### src/rtl/cache_req_pkg.sv
// ---------------------------------------------------------------------------
// cache_req_pkg
// Shared definitions for the cache bank requester: default geometry, the
// per-bank state encoding and the address-to-bank interleave helper.
// ---------------------------------------------------------------------------
package cache_req_pkg;

  localparam int unsigned NBANKS_DEFAULT  = 16;
  localparam int unsigned AW_DEFAULT      = 32;
  localparam int unsigned DW_DEFAULT      = 32;
  localparam int unsigned TIMEOUT_DEFAULT = 64;

  typedef enum logic [1:0] {
    IDLE = 2'd0,
    REQ  = 2'd1,
    DONE = 2'd2
  } bank_state_e;

  // Word interleave: consecutive 32-bit words land in consecutive banks.
  // The caller truncates the result to log2(nbanks) bits.
  function automatic logic [63:0] bank_sel(input logic [63:0] addr,
                                           input int unsigned nbanks);
    return (addr >> 2) & (64'(nbanks) - 64'd1);
  endfunction

endpackage

### src/rtl/cache_bank_req_fsm.sv
// ---------------------------------------------------------------------------
// cache_bank_req_fsm
// One bank's request tracker. Holds the request address while Req is high,
// captures Ack data (or flags a timeout), and parks the result until the
// response is popped upstream.
//
// Ports:
//   CLK, RSTn    clock, asynchronous active-low reset
//   start_i      accept a new request for this bank (only honoured in IDLE)
//   addr_i       address of the accepted request
//   ack_i        bank acknowledge pulse
//   data_i       bank read data, valid with ack_i
//   pop_i        upstream consumed this bank's response
//   req_o        bank request level
//   addr_o       bank address (stable while req_o is high)
//   idle_o       bank can take a new request
//   done_o       response is ready in data_o/err_o
//   data_o       captured read data (0 after timeout)
//   err_o        1 = request timed out
//   spurious_o   ack_i seen while not waiting for one
// ---------------------------------------------------------------------------
module cache_bank_req_fsm
  import cache_req_pkg::*;
#(
  parameter int unsigned AW      = AW_DEFAULT,
  parameter int unsigned DW      = DW_DEFAULT,
  parameter int unsigned TIMEOUT = TIMEOUT_DEFAULT
) (
  input  logic          CLK,
  input  logic          RSTn,
  input  logic          start_i,
  input  logic [AW-1:0] addr_i,
  input  logic          ack_i,
  input  logic [DW-1:0] data_i,
  input  logic          pop_i,
  output logic          req_o,
  output logic [AW-1:0] addr_o,
  output logic          idle_o,
  output logic          done_o,
  output logic [DW-1:0] data_o,
  output logic          err_o,
  output logic          spurious_o
);

  localparam int unsigned CW = $clog2(TIMEOUT) + 1;
  localparam logic [CW-1:0] CNT_LAST = CW'(TIMEOUT - 1);

  bank_state_e   state_q, state_d;
  logic [CW-1:0] cnt_q, cnt_d;
  logic [AW-1:0] addr_q, addr_d;
  logic [DW-1:0] data_q, data_d;
  logic          err_q, err_d;

  always_comb begin
    state_d = state_q;
    cnt_d   = cnt_q;
    addr_d  = addr_q;
    data_d  = data_q;
    err_d   = err_q;
    case (state_q)
      IDLE: begin
        if (start_i) begin
          state_d = REQ;
          addr_d  = addr_i;
          cnt_d   = '0;
        end
      end
      REQ: begin
        // Ack is checked first so that an Ack landing on the final
        // timeout cycle still returns good data.
        if (ack_i) begin
          state_d = DONE;
          data_d  = data_i;
          err_d   = 1'b0;
        end else if (cnt_q == CNT_LAST) begin
          state_d = DONE;
          data_d  = '0;
          err_d   = 1'b1;
        end else begin
          cnt_d = cnt_q + 1'b1;
        end
      end
      DONE: begin
        if (pop_i) begin
          state_d = IDLE;
        end
      end
      default: state_d = IDLE;
    endcase
  end

  always_ff @(posedge CLK or negedge RSTn) begin
    if (!RSTn) begin
      state_q <= IDLE;
      cnt_q   <= '0;
      addr_q  <= '0;
      data_q  <= '0;
      err_q   <= 1'b0;
    end else begin
      state_q <= state_d;
      cnt_q   <= cnt_d;
      addr_q  <= addr_d;
      data_q  <= data_d;
      err_q   <= err_d;
    end
  end

  assign req_o      = (state_q == REQ);
  assign idle_o     = (state_q == IDLE);
  assign done_o     = (state_q == DONE);
  assign addr_o     = addr_q;
  assign data_o     = data_q;
  assign err_o      = err_q;
  // Covers both stray Acks in IDLE and late Acks after a timeout.
  assign spurious_o = ack_i && (state_q != REQ);

endmodule

### src/rtl/cache_bank_requester.sv
// ---------------------------------------------------------------------------
// cache_bank_requester
// Initiator side of the banked cache port. Accepts upstream reads, steers
// each to a bank by word interleave, keeps one request per bank in flight
// and returns responses strictly in accept order.
//
// Ports:
//   CLK, RSTn       clock, asynchronous active-low reset
//   Up_Req_Valid    upstream request valid
//   Up_Req_Ready    request accepted when Valid && Ready
//   Up_Req_Addr     byte address
//   Up_Resp_Valid   response valid
//   Up_Resp_Ready   upstream takes response
//   Up_Resp_Data    read data (0 on error)
//   Up_Resp_Err     1 = bank timed out
//   Bank_Req        per-bank request level
//   Bank_Addr       per-bank address, bank i at [i*AW +: AW]
//   Bank_Data       per-bank read data, bank i at [i*DW +: DW]
//   Bank_Ack        per-bank acknowledge pulse
//   Spurious_Ack    sticky: Ack seen on a bank not waiting for one
// ---------------------------------------------------------------------------
module cache_bank_requester
  import cache_req_pkg::*;
#(
  parameter int unsigned NBANKS  = NBANKS_DEFAULT,
  parameter int unsigned AW      = AW_DEFAULT,
  parameter int unsigned DW      = DW_DEFAULT,
  parameter int unsigned TIMEOUT = TIMEOUT_DEFAULT
) (
  input  logic                 CLK,
  input  logic                 RSTn,
  input  logic                 Up_Req_Valid,
  output logic                 Up_Req_Ready,
  input  logic [AW-1:0]        Up_Req_Addr,
  output logic                 Up_Resp_Valid,
  input  logic                 Up_Resp_Ready,
  output logic [DW-1:0]        Up_Resp_Data,
  output logic                 Up_Resp_Err,
  output logic [NBANKS-1:0]    Bank_Req,
  output logic [NBANKS*AW-1:0] Bank_Addr,
  input  logic [NBANKS*DW-1:0] Bank_Data,
  input  logic [NBANKS-1:0]    Bank_Ack,
  output logic                 Spurious_Ack
);

  localparam int unsigned BW   = $clog2(NBANKS);
  localparam int unsigned CNTW = BW + 1;
  localparam logic [CNTW-1:0] FIFO_DEPTH = CNTW'(NBANKS);

  logic [BW-1:0]     req_sel;
  logic              accept;
  logic              pop;
  logic              resp_valid;
  logic [BW-1:0]     head_bank;
  logic              fifo_full;

  logic [NBANKS-1:0] bank_idle;
  logic [NBANKS-1:0] bank_done;
  logic [NBANKS-1:0] bank_req;
  logic [NBANKS-1:0] bank_err;
  logic [NBANKS-1:0] bank_spur;
  logic [DW-1:0]     bank_data [NBANKS];

  // Order FIFO: bank IDs in accept order. Pointers wrap naturally because
  // NBANKS is a power of two.
  logic [BW-1:0]     fifo_mem [NBANKS];
  logic [BW-1:0]     wr_ptr_q, wr_ptr_d;
  logic [BW-1:0]     rd_ptr_q, rd_ptr_d;
  logic [CNTW-1:0]   count_q, count_d;
  logic              spurious_q, spurious_d;

  assign req_sel   = BW'(bank_sel(64'(Up_Req_Addr), NBANKS));
  assign fifo_full = (count_q == FIFO_DEPTH);
  assign head_bank = fifo_mem[rd_ptr_q];

  // A bank being popped this cycle is still DONE, so a same-cycle accept to
  // it is refused here and retried next cycle.
  assign Up_Req_Ready = bank_idle[req_sel] && !fifo_full;
  assign accept       = Up_Req_Valid && Up_Req_Ready;

  assign resp_valid    = (count_q != '0) && bank_done[head_bank];
  assign pop           = resp_valid && Up_Resp_Ready;
  assign Up_Resp_Valid = resp_valid;
  assign Up_Resp_Data  = resp_valid ? bank_data[head_bank] : '0;
  assign Up_Resp_Err   = resp_valid && bank_err[head_bank];
  assign Bank_Req      = bank_req;
  assign Spurious_Ack  = spurious_q;

  generate
    for (genvar gi = 0; gi < NBANKS; gi++) begin : g_bank
      cache_bank_req_fsm #(
        .AW      (AW),
        .DW      (DW),
        .TIMEOUT (TIMEOUT)
      ) u_fsm (
        .CLK        (CLK),
        .RSTn       (RSTn),
        .start_i    (accept && (req_sel == BW'(gi))),
        .addr_i     (Up_Req_Addr),
        .ack_i      (Bank_Ack[gi]),
        .data_i     (Bank_Data[gi*DW +: DW]),
        .pop_i      (pop && (head_bank == BW'(gi))),
        .req_o      (bank_req[gi]),
        .addr_o     (Bank_Addr[gi*AW +: AW]),
        .idle_o     (bank_idle[gi]),
        .done_o     (bank_done[gi]),
        .data_o     (bank_data[gi]),
        .err_o      (bank_err[gi]),
        .spurious_o (bank_spur[gi])
      );
    end
  endgenerate

  always_comb begin
    wr_ptr_d   = wr_ptr_q;
    rd_ptr_d   = rd_ptr_q;
    count_d    = count_q;
    spurious_d = spurious_q | (|bank_spur);
    if (accept) begin
      wr_ptr_d = wr_ptr_q + 1'b1;
    end
    if (pop) begin
      rd_ptr_d = rd_ptr_q + 1'b1;
    end
    case ({accept, pop})
      2'b10:   count_d = count_q + 1'b1;
      2'b01:   count_d = count_q - 1'b1;
      default: count_d = count_q;
    endcase
  end

  always_ff @(posedge CLK or negedge RSTn) begin
    if (!RSTn) begin
      wr_ptr_q   <= '0;
      rd_ptr_q   <= '0;
      count_q    <= '0;
      spurious_q <= 1'b0;
    end else begin
      wr_ptr_q   <= wr_ptr_d;
      rd_ptr_q   <= rd_ptr_d;
      count_q    <= count_d;
      spurious_q <= spurious_d;
    end
  end

  // Entry storage needs no reset: count_q gates every read of it.
  always_ff @(posedge CLK) begin
    if (accept) begin
      fifo_mem[wr_ptr_q] <= req_sel;
    end
  end

endmodule

### config.mk
export PLATFORM = sky130hd
export DESIGN_NAME = cache_bank_requester
export DESIGN_NICKNAME = d
export VERILOG_FILES = /design/src/rtl/cache_req_pkg.sv /design/src/rtl/cache_bank_req_fsm.sv /design/src/rtl/cache_bank_requester.sv
export SDC_FILE = /design/constraint.sdc
export NUM_CORES = 2
export LEC_CHECK = 0
export CAP_MARGIN = 20
export CORE_AREA = 8 8 437 439
export CTS_CLUSTER_SIZE = 40
export DETAILED_ROUTE_END_ITERATION = 12
export DIE_AREA = 0 0 445 447
export PLACE_DENSITY = 0.61
export SKIP_CTS_REPAIR_TIMING = 1
export SLEW_MARGIN = 10
export SYNTH_ARGS = -nofsm -noshare
export SYNTH_HDL_FRONTEND = slang
export SYNTH_SLANG_ARGS = --single-unit
### constraint.sdc
create_clock -name CLK -period 6.2 [get_ports CLK]
set_input_delay 1.55 -clock CLK [delete_from_list [all_inputs] [get_ports CLK]]
set_output_delay 1.55 -clock CLK [all_outputs]
set_load 0.1 [all_outputs]
==> run summary <==
Clk_skew - 0.0402 ns
WS Path Type - reg2out
Status - complete, no violations
Detail Placement HPWL - 199 mm
GRT overflow - 0
Most common library cells after synthesis - 2198 x nand2_1, 1198 x dfrtp_1, 368 x clkbuf_1, 339 x o21ai_0, 226 x a22o_1
Via/cell ratio - 5.35
Cells after Synth - 5740
Die area - 199000 um2
Drt drc - 0
First-pass GRT wire length - 395 mm
Worst R2R Start - rd_ptr_q[3]$_DFFE_PN0P_
Yosys cell types - 68
Cells on worst reg2reg path - 20
Clk sinks - 1262
Max-slew violations - 0
RSZ-0062 raised after global routing - true
Setup TNS - 0 ns
IO Count - 1128
Worst rel slew slack - 17.4%
Slew @ Worst Pin - 1.24 ns
Worst-path clk slew - 0.06 ns
Post-DRT Antenna Nets - 0
Number of synthesized flops with an enable pin - 64
Place WS - 0.298 ns
Most common cell in the synthesized netlist - nand2_1
Synth area leader - dfrtp_1
PnR worst setup slack - 0.0325 ns
Setup-failing EPs final - 0
Post-synthesis register bit count - 1262
Asr flop ratio synth - 94.9%
Routed WL - 288 mm
Sequential cell area - 31900 um2
Die Y-Extent - 447 um
Share of the synthesized area in the top cell type - 55.2%
Syn_area_per_cell - 9.46 um2
Core Area - 184000 um2
Hold Path End - g_bank[8].u_fsm.addr_o[5]$_DFFE_PN0P_
Root Buffer - clkbuf_16
Clk_lat worst skew - 0.82 ns
Rows - 158
Hold path cells - 1
Routability Congestion - 0.981
Vias in the first global route - 50445
Main synth FF type - dfrtp_1
Max Buffers Root-to-Sink - 3
CTS tree - built
Sequential share of the synthesized area - 58.7%
Initial drt markers - 5510
Multi-input logic area - 21100 um2
Hold_sp - g_bank[8].u_fsm.addr_o[5]$_DFFE_PN0P_
Via count - 50333
Largest net degree at the start of global routing - 156
Filler cell count - 18041
Tot GR Track Use - 27.4%
Placed cells - 9086
Post-synth net total - 6329
Worst reg-to-reg setup slack - 1.11 ns
Core Util, Final - 40.6%
Layout area overhead - 37.9%
Horiz. Die Dim - 445 um
Crit path time final - 6.17 ns
Crit end category - output port
Initial antenna violation count - 59
Share of post-route cells with drive strength above 1 - 9.83%
Final Hold Fails - 0
Synth Cell Area - 54300 um2
Cell Count, Final, Fillers Out - 9408
Worst EP required - 4.65 ns
DRT Pass-1 Iters - 6
Fin crit share - 99.5%
Max cap viols - 0
IO Port Bufs - 1127
F_max - 162 MHz
Post-layout nets - 7369
Worst R2R End - count_q[4]$_DFFE_PN0P_
Synth Warn # - 0
Synth top area cells - dfrtp_1 55%, nand2_1 15%, a22o_1 3.6%
Startpoint class of the critical path - flop
HP Class - reg2reg
Htree depth - 4
CTS buffer count - 148
Drt wl/cell - 30.6 um
Critical path peak fanout - 45
Initial Util - 29.5%
Critical Path AT - 4.62 ns
## area by class of cell
class                   count  area share (%)
diodes                     40           0.134
clock buffers             216            5.88
clock inverters            42           0.840
inverters                  37           0.185
multi-input cells        4009            28.1
flip-flops and latches   1262            42.6
well taps                2480            4.14
repair buffers           1322            18.1
## sequential cells by signal (all words and copies together), names as in the netlist
register              cells
Spurious_Ack              1
count_q                   5
fifo_mem                 64
g_bank.u_fsm.addr_o     512
g_bank.u_fsm.cnt_q      112
g_bank.u_fsm.data_o     512
g_bank.u_fsm.err_o       16
g_bank.u_fsm.state_q     32
rd_ptr_q                  4
wr_ptr_q                  4
## worst max-delay path, cell delays in order, from the launching register on
cell and delay [ns]:
dfrtp_4 0.54, mux4_2 0.57, mux2i_4 0.38, nand2_8 0.25
nand2_8 0.27, buf_16 0.28, a211oi_1 0.14, a31oi_2 0.27
o22ai_1 0.21, nor4_4 0.47, buf_4 0.20, buf_12 0.16
## placed cells by master (no fill, tap or decap), drive strengths merged, types with 23 or more instances in the layout
cell type,Yosys,layout
o22ai,71,71
a31oi,137,137
dfrtp,1198,1198
clkbuf,369,220
or3,25,25
nor2,152,152
o21ai,354,354
clkinv,0,24
nand4,41,41
xor2,53,53
nor4,49,49
nand2b,64,64
nor3,40,40
a21oi,23,23
a22o,226,226
nand2,2199,2202
clkdlybuf4s50,0,1060
and3,143,143
a211oi,134,134
and2,49,49
edfxtp,64,64
inv,37,42
ha,25,25
nand3,35,35
mux2,44,44
buf,66,258
diode,0,40
## metal layers
layer | vias to the layer above | global-route usage [%] | share of wire (%)
li1 | 21440 | - | -
met1 | 25393 | 32.2 | 37
met2 | 2788 | 44.1 | 47
met3 | 706 | 7.76 | 9.1
met4 | 6 | 17.4 | 7.4
met5 | - | 0 | 0.015
## metrics by stage
step,hold slack (ns),cell area (um2)
floorplan,0.454,54300
global placement,0.449,69000
detailed placement,0.451,69300
CTS,0.468,74300
global route,0.474,74900
finish,0.462,74900
## worst max-delay path by stage
stage | start | to | cells after the start
after floorplan | rd_ptr_q[0]$_DFFE_PN0P_ | Up_Resp_Data[24] | 10
after global placement | rd_ptr_q[1]$_DFFE_PN0P_ | Up_Resp_Data[23] | 11
after detailed placement | rd_ptr_q[0]$_DFFE_PN0P_ | Up_Resp_Data[18] | 8
after CTS | rd_ptr_q[0]$_DFFE_PN0P_ | Up_Resp_Data[18] | 8
after global routing | rd_ptr_q[0]$_DFFE_PN0P_ | Up_Resp_Data[1] | 13
final | rd_ptr_q[1]$_DFFE_PN0P_ | Up_Resp_Data[23] | 11
## logic make-up (layout without fill, tap and decap cells)
family | after synthesis | count (layout) | share of synthesized area [%]
buffers and inverters | 472 | 1617 | 3.52
xor gates and xnor gates | 66 | 66 | 1.06
other | 0 | 40 | 0
DFF | 1262 | 1262 | 58.7
muxes | 71 | 71 | 1.71
adders and majority gates | 25 | 25 | 0.576
AOI/OAI and AO/OA | 998 | 998 | 12.4
and+or+nand+nor | 2846 | 2849 | 22.0
Power is not shown: default switching activity piles up to over one toggle a cycle in this logic, so the estimate is an artifact.
